[src/rtl/serial_add_sequencer.sv]
// Multi-cycle add/subtract unit that time-shares one carry-lookahead slice across
// the byte positions of a WIDTH-bit operand, with a registered inter-slice carry.
module serial_add_sequencer #(
  parameter int WIDTH  = 32,
  parameter int SLICE  = 8,
  parameter int NSLICE = WIDTH / SLICE
) (
  input  logic             clock,
  input  logic             reset,
  input  logic             ctrl_add,
  input  logic             ctrl_sub,
  input  logic [WIDTH-1:0] data_operandA,
  input  logic [WIDTH-1:0] data_operandB,
  output logic [WIDTH-1:0] data_result,
  output logic             data_carryOut,
  output logic             data_exception,
  output logic             data_resultRDY,
  output logic             busy
);

  localparam int IDXW = (NSLICE > 1) ? $clog2(NSLICE) : 1;
  localparam logic [IDXW-1:0] LAST_IDX = IDXW'(NSLICE - 1);

  typedef enum logic [1:0] {
    S_IDLE = 2'd0,
    S_RUN  = 2'd1,
    S_DONE = 2'd2
  } state_t;

  // One SLICE-wide carry-lookahead block: returns {carry_out, sum}.
  function automatic logic [SLICE:0] cla_slice(input logic [SLICE-1:0] a,
                                               input logic [SLICE-1:0] b,
                                               input logic             cin);
    logic [SLICE-1:0] g;
    logic [SLICE-1:0] p;
    logic [SLICE:0]   c;
    g    = a & b;
    p    = a ^ b;
    c    = {(SLICE+1){1'b0}};
    c[0] = cin;
    for (int i = 0; i < SLICE; i++) begin
      c[i+1] = g[i] | (p[i] & c[i]);
    end
    return {c[SLICE], p ^ c[SLICE-1:0]};
  endfunction

  state_t           r_state;
  logic [IDXW-1:0]  r_idx;
  logic             r_cr;
  logic [WIDTH-1:0] r_a_q;
  logic [WIDTH-1:0] r_b_q;
  logic [WIDTH-1:0] r_result;
  logic             r_carry;
  logic             r_exc;
  logic             r_rdy;
  logic             r_busy;

  logic             w_start;
  logic [WIDTH-1:0] w_b_cond;
  logic [SLICE-1:0] w_a_sl;
  logic [SLICE-1:0] w_b_sl;
  logic [SLICE:0]   w_slice;
  logic [SLICE-1:0] w_sum;
  logic             w_cout;

  // Subtract wins when both start lines are high; B is inverted and Cin seeded with 1.
  assign w_start  = ctrl_add | ctrl_sub;
  assign w_b_cond = ctrl_sub ? ~data_operandB : data_operandB;

  // Select the operand byte pair addressed by the slice counter.
  always_comb begin
    w_a_sl = {SLICE{1'b0}};
    w_b_sl = {SLICE{1'b0}};
    for (int k = 0; k < NSLICE; k++) begin
      w_a_sl = (r_idx == IDXW'(k)) ? r_a_q[k*SLICE +: SLICE] : w_a_sl;
      w_b_sl = (r_idx == IDXW'(k)) ? r_b_q[k*SLICE +: SLICE] : w_b_sl;
    end
  end

  assign w_slice = cla_slice(w_a_sl, w_b_sl, r_cr);
  assign w_sum   = w_slice[SLICE-1:0];
  assign w_cout  = w_slice[SLICE];

  // Sequencer FSM with registered datapath state and outputs.
  always_ff @(posedge clock or posedge reset) begin
    if (reset) begin
      r_state  <= S_IDLE;
      r_idx    <= {IDXW{1'b0}};
      r_cr     <= 1'b0;
      r_a_q    <= {WIDTH{1'b0}};
      r_b_q    <= {WIDTH{1'b0}};
      r_result <= {WIDTH{1'b0}};
      r_carry  <= 1'b0;
      r_exc    <= 1'b0;
      r_rdy    <= 1'b0;
      r_busy   <= 1'b0;
    end else begin
      case (r_state)
        S_IDLE, S_DONE: begin
          r_rdy <= 1'b0;
          if (w_start) begin
            r_a_q   <= data_operandA;
            r_b_q   <= w_b_cond;
            r_cr    <= ctrl_sub;
            r_idx   <= {IDXW{1'b0}};
            r_busy  <= 1'b1;
            r_state <= S_RUN;
          end else begin
            r_busy  <= 1'b0;
            r_state <= S_IDLE;
          end
        end
        S_RUN: begin
          for (int k = 0; k < NSLICE; k++) begin
            if (r_idx == IDXW'(k)) begin
              r_result[k*SLICE +: SLICE] <= w_sum;
            end
          end
          r_cr  <= w_cout;
          r_idx <= r_idx + 1'b1;
          // Overflow: like-signed operands producing a sum of the other sign.
          if (r_idx == LAST_IDX) begin
            r_carry <= w_cout;
            r_exc   <= (r_a_q[WIDTH-1] == r_b_q[WIDTH-1]) &
                       (w_sum[SLICE-1] != r_a_q[WIDTH-1]);
            r_rdy   <= 1'b1;
            r_busy  <= 1'b0;
            r_state <= S_DONE;
          end
        end
        default: begin
          r_rdy   <= 1'b0;
          r_busy  <= 1'b0;
          r_state <= S_IDLE;
        end
      endcase
    end
  end

  assign data_result    = r_result;
  assign data_carryOut  = r_carry;
  assign data_exception = r_exc;
  assign data_resultRDY = r_rdy;
  assign busy           = r_busy;

endmodule

[config.mk]
export PLATFORM = sky130hd
export DESIGN_NAME = serial_add_sequencer
export DESIGN_NICKNAME = d
export VERILOG_FILES = /design/src/rtl/serial_add_sequencer.sv
export SDC_FILE = /design/constraint.sdc
export NUM_CORES = 1
export LEC_CHECK = 0
export BUFFER_PORTS_ARGS = -buffer_cell sky130_fd_sc_hd__buf_2
export CAP_MARGIN = 20
export CORE_AREA = 2 2 99 101
export CTS_CLUSTER_DIAMETER = 100
export CTS_CLUSTER_SIZE = 14
export DETAILED_ROUTE_END_ITERATION = 16
export DIE_AREA = 0 0 101 103
export PLACE_DENSITY = 0.79
export SLEW_MARGIN = 30
export SYNTH_ARGS = -nofsm -noshare
export SYNTH_HDL_FRONTEND = slang
export SYNTH_SLANG_ARGS = --single-unit
[constraint.sdc]
create_clock -name clock -period 5.8 [get_ports clock]
set_input_delay 1.45 -clock clock [delete_from_list [all_inputs] [get_ports clock]]
set_output_delay 1.45 -clock clock [all_outputs]
set_load 0.03 [all_outputs]
; ---- Word level (Yosys, flattened, before mapping)
; Cells that the tools add are included.
[word_totals]
register_bits = 105
latchBits = 0
ramBits = 0
mem_bits_ro = 0
input_bits = 68
memories = 0
[classes]
n_addsub = 1
n_mul = 0
div_mod_pow = 0
magnitude_cmp = 0
n_eq_ne = 9
shifts = 0
muxes = 21
bitwise = 22
n_reduce_logical = 10
[ops]
columns = cell, count
row1 = 8-bit two-way mux, 8
row2 = 32-bit two-way mux, 1
row3 = 32-bit inverter, 1
row4 = 8-bit bitwise XOR, 2
row5 = 2-bit AND reduction, 6
row6 = 1-bit AND, 9
row7 = 1-bit OR, 9
row8 = 8-bit AND, 1
row9 = 2-bit case mux with 2 select lines, 2
row10 = "2-bit equality test, second input constant", 3
row11 = 1-bit two-way mux, 6
row12 = "2-bit by 1-bit equality test with 1-bit output, second input constant", 2
row13 = 2-bit zero test, 2
row14 = 2-bit two-way mux, 2
row15 = "2-bit inequality test, second input constant", 2
row16 = 1-bit case mux with 2 select lines, 2
row17 = "2-bit by 1-bit adder with 2-bit output, second input constant", 1
row18 = 2-bit nonzero test, 1
row19 = 2-bit OR reduction, 1
row20 = 1-bit equality test, 1
row21 = 1-bit inequality test, 1

; ---- Logic depth before layout (Yosys ltp)
[depth]
word_depth = 23
depth_mapped = 20

; ---- Worst setup path after synthesis
; Ideal clock, no wire load.
[synth_timing]
path_kind = register -> register
from = reg r_idx[0]
to = reg r_exc (netlist: data_exception)
setup_time_ns = 0.084
t_arrival_ns = 4.279
required_time_ns = 5.716
setup_slack_ns = 1.437
stages_incl_launch_ff = 19
path_buffers = 1
period_less_slack_ns = 4.363
cell_sequence = dfrtp_1 > inv_1 > ha_1 > clkbuf_1 > a221oi_1 > o31ai_1 > fa_1 > fa_1 > fa_1 > inv_1 > fa_1 > fa_1 > fa_1 > fa_1 > inv_1 > fa_1 > and3b_1 > a21oi_1 > o21ai_0
[synth_between]
elab_chain_len = 23
word_cells_on_any_way = 32
classes_between = eq/ne (4) / mux (8) / bitwise (18) / reduce/logical (2)
[synth_rtl]
columns = element, line
row1 = "start, declared", 48  ; logic [IDXW-1:0] r_idx;
row2 = "start signal, assigned", 88  ; r_idx <= {IDXW{1'b0}};
row3 = "start signal, assigned", 105  ; r_idx <= {IDXW{1'b0}};
row4 = "start signal, assigned", 120  ; r_idx <= r_idx + 1'b1;
row5 = 2-bit zero test, "75, 76"
row6 = 8-bit two-way mux (on tied branches) (4 in a row), "75, 76"
row7 = 8-bit bitwise XOR, 38  ; p = a ^ b;
row8 = 1-bit AND, 42  ; c[i+1] = g[i] | (p[i] & c[i]);
row9 = 1-bit OR, 42
row10 = 1-bit AND, 42
row11 = 1-bit OR, 42
row12 = 1-bit AND, 42
row13 = [... 5 more ...], -
row14 = 1-bit AND, 42
row15 = 1-bit OR, 42
row16 = 1-bit AND, 42
row17 = 1-bit OR, 42
row18 = 8-bit bitwise XOR (*), 44  ; return {c[SLICE], p ^ c[SLICE-1:0]};
row19 = named net w_sum[7], 63  ; logic [SLICE-1:0] w_sum;
row20 = 1-bit inequality test (*), 125  ; (w_sum[SLICE-1] != r_a_q[WIDTH-1]);
row21 = 1-bit AND (*), 124  ; r_exc <= (r_a_q[WIDTH-1] == r_b_q[WIDTH-1]) &
row22 = "end signal, assigned", 124
row23 = "end, declared", 54  ; logic r_exc;
; The timed path passes the listed nets; every way through them passes the cells marked *.
; A chain may end at the register's enable or synchronous reset.

; ---- Worst setup path after layout
[layout_timing]
from = reg r_idx[1]
to = reg r_exc (netlist: data_exception)
; Same word-level chain as after synthesis.

==> impl_metrics.toml <==
[status]
status = "completed"

[setup_path]
start_kind = "register"
critPathKind = "reg2reg"
r2r-start = "r_idx[1]"
cpMostUsedCell = "fa_1"
crit_path_end_kind = "register"
critPathBufInv = 4
max_stage_delay_ns = 0.49
worstPathArrival_ns = 5.31
cpLargestDelayFamily = "adder cells"
slowest_stage = "fa_1"
required_ns = 6.07
regToRegSetupSlack_ns = 0.76
crit_chain = "inv_1 > ha_1 > buf_4 > nor2b_1 > a221oi_1 > o31ai_1 > fa_1 > fa_1 > fa_1 > inv_1 > fa_1 > fa_1 > fa_1 > fa_1 > inv_1 > fa_1 > and3b_1 > a21oi_1 > o21ai_0"
cp-startpoint = "r_idx[1]"
crit_fanout = 22

[clocking]
cts_tree = "done"
cts_resized = 0
cts_root_buffer = "clkbuf_8"
cts_num_sinks = 104
clk_pin_slew_ns = 0.09
htree_levels = 3
post_cts_buffers = 0
cts_buffer_depth = 2
holdBufCountCts = 0
cts_buffers = 9
insertion_delay_ns = 0.37

[cells_and_area]
nNetsFinal = 610
drive_gt1_frac = 0.327
final_area_mm2 = 0.00578
fillers = 765
diodes = 0
area_growth_pct = 15.4

[place]
dp_hpwl_um = 7870
dpl-instance-area_mm2 = 0.00554
place.gp.congestion = 0.837
port_buffers = 103

[sta]
timing.final.crit_period_ns = 5.04
hold_viol = 0
rsz0062_at_grt = "false"
tns_ns = 0
slew_headroom = 0.394
finalSetupViolations = 0
tightest_slew_ns = 0.908
post-route-period-util = 0.868
skew_ns = 0.0112
drv_slew = 0
fmax_ghz = 0.199

[synthesis]
synthFlopType = "dfrtp_1"
synth_common_cells = "dfrtp_1 (104), nand2_1 (59), o21ai_0 (59)"
yosysUniqueCellTypes = 29
syn_area_per_cell_um2 = 11.3
synthArstFlopShare = 1.00
synth_top_area_frac = 0.520
ys_ff_latch = 104
netlist_instances = 442
synth_area_mm2 = 0.00500
synth_fp_nets = 522
ys_seq_area_frac = 0.520
ys_top_cells_by_area = "dfrtp_1 (52%), mux2_4 (9.6%), o21ai_0 (5.9%)"
synth_most_common_cell = "dfrtp_1"
yosys.area.top_type = "dfrtp_1"
ys_warn_count = 0
synth_edf_count = 0

[detailed_routing]
drc = 0
first_iter_violations = 115
routed_wl_um = 10400
vias_per_cell = 5.25
dr.pass1.iters = 4
post_drt_wl_per_cell_um = 16.0
drtAntennaViolNets = 0
num_vias = 3409

[floorplan]
top_level_ports = 104
die-area_mm2 = 0.0104
core_area_mm2 = 0.00946
die_w_um = 101
initial_utilization = 0.529
die_h_um = 103
fp-row-count = 36

[min_path]
hp-class = "reg2reg"
min_from = "data_result[13]"

[grt]
grt.total_usage = 0.213
antenna_found_initial = 0
grt_max_degree = 78
grt_first_pass_wirelength_um = 16900
grt_pass1_vias = 3381
grt_overflow = 0

[power]
powerDensity_mw_per_mm2 = 687
ir_worst_vdd_mv = 0.303
p_leak_uw = 0.00281

[job]
maxCapViolCount = 0
-- routing by layer --
layer	track usage	vias to the layer above	share of wire
met5	0	-	0
met2	0.333	111	0.46
met4	0.0665	0	0.016
met3	0.0434	15	0.055
li1	-	1665	-
met1	0.302	1618	0.46
-- power by group --
part	switching [uW]	internal, uW
registers	252	1100
logic	1220	896
clock network	247	260
total	1710	2250
-- worst min-delay path: cells and delay by family (launching register included) --
kind | cells | cell delay (ns)
and+or+nand+nor | 1 | 0.04
DFF | 1 | 0.35
AOI/OAI and AO/OA | 1 | 0.06
-- area by class of cell --
| cell class | instances | area, um^2 | area share |
|---|---|---|---|
| Clock buffer | 11 | 141 | 0.0245 |
| Multi-Input combinational cell | 285 | 2150 | 0.372 |
| Sequential cell | 104 | 2600 | 0.451 |
| Inverter | 22 | 87.6 | 0.0152 |
| Clock inverter | 5 | 86.3 | 0.0149 |
| Timing Repair Buffer | 108 | 566 | 0.0979 |
| Tap cell | 114 | 143 | 0.0247 |
-- sequential cells by signal (all words and copies together) (netlist names), 2 cells and up --
signal / count
r_idx: 2
r_state: 2
r_a_q: 32
data_result: 32
r_b_q: 32
-- cells in the final DEF, fill, tap and decap left out --
cell,n
a211oi_1,1
a21oi_1,32
a221o_1,1
a221oi_1,3
a22o_1,5
a22oi_1,8
and3b_1,1
buf_12,1
buf_2,103
buf_4,4
bufinv_16,2
clkbuf_1,1
clkbuf_8,10
dfrtp_1,104
fa_1,8
ha_1,3
ha_2,1
inv_1,21
inv_6,4
mux2_2,17
mux2_4,32
mux2i_1,1
nand2_1,59
nand2b_1,1
nand3_1,2
nand3b_1,4
nor2_1,6
nor2b_1,4
o21ai_0,59
o21bai_4,1
o31ai_1,4
xnor2_1,27
xor2_1,5
-- through the flow --
| stage | setup slack (ns) | hold WS, ns | cells | util | power [uW] |
|---|---|---|---|---|---|
| floorplan | 1.44 | 0.450 | 442 | - | 2880 |
| global placement | 1.05 | 0.456 | 633 | 0.586 | 3370 |
| detailed placement | 0.809 | 0.465 | 633 | 0.586 | 3470 |
| CTS | 0.786 | 0.487 | 649 | 0.610 | 3980 |
| global route | 0.475 | 0.520 | 649 | 0.611 | 4270 |
| finish | 0.764 | 0.481 | 649 | 0.611 | 3970 |
-- path summary, 6_finish.rpt --
check	endpoint	depth (start not counted)
max	data_exception	19
min	data_result[13]	2
max reg2reg	data_exception	19
min reg2reg	data_result[13]	2
max in group asynchronous	data_result[23]	3
min in group asynchronous	data_result[5]	2
-- cells by family after synthesis --
group,synth area share
mux,0.136
fa+ha+maj,0.0420
buf+inv,0.0530
xor+xnor,0.0560
flops,0.520
simple gates,0.0647
compound gates,0.128
(Power assumes the default switching activity.)
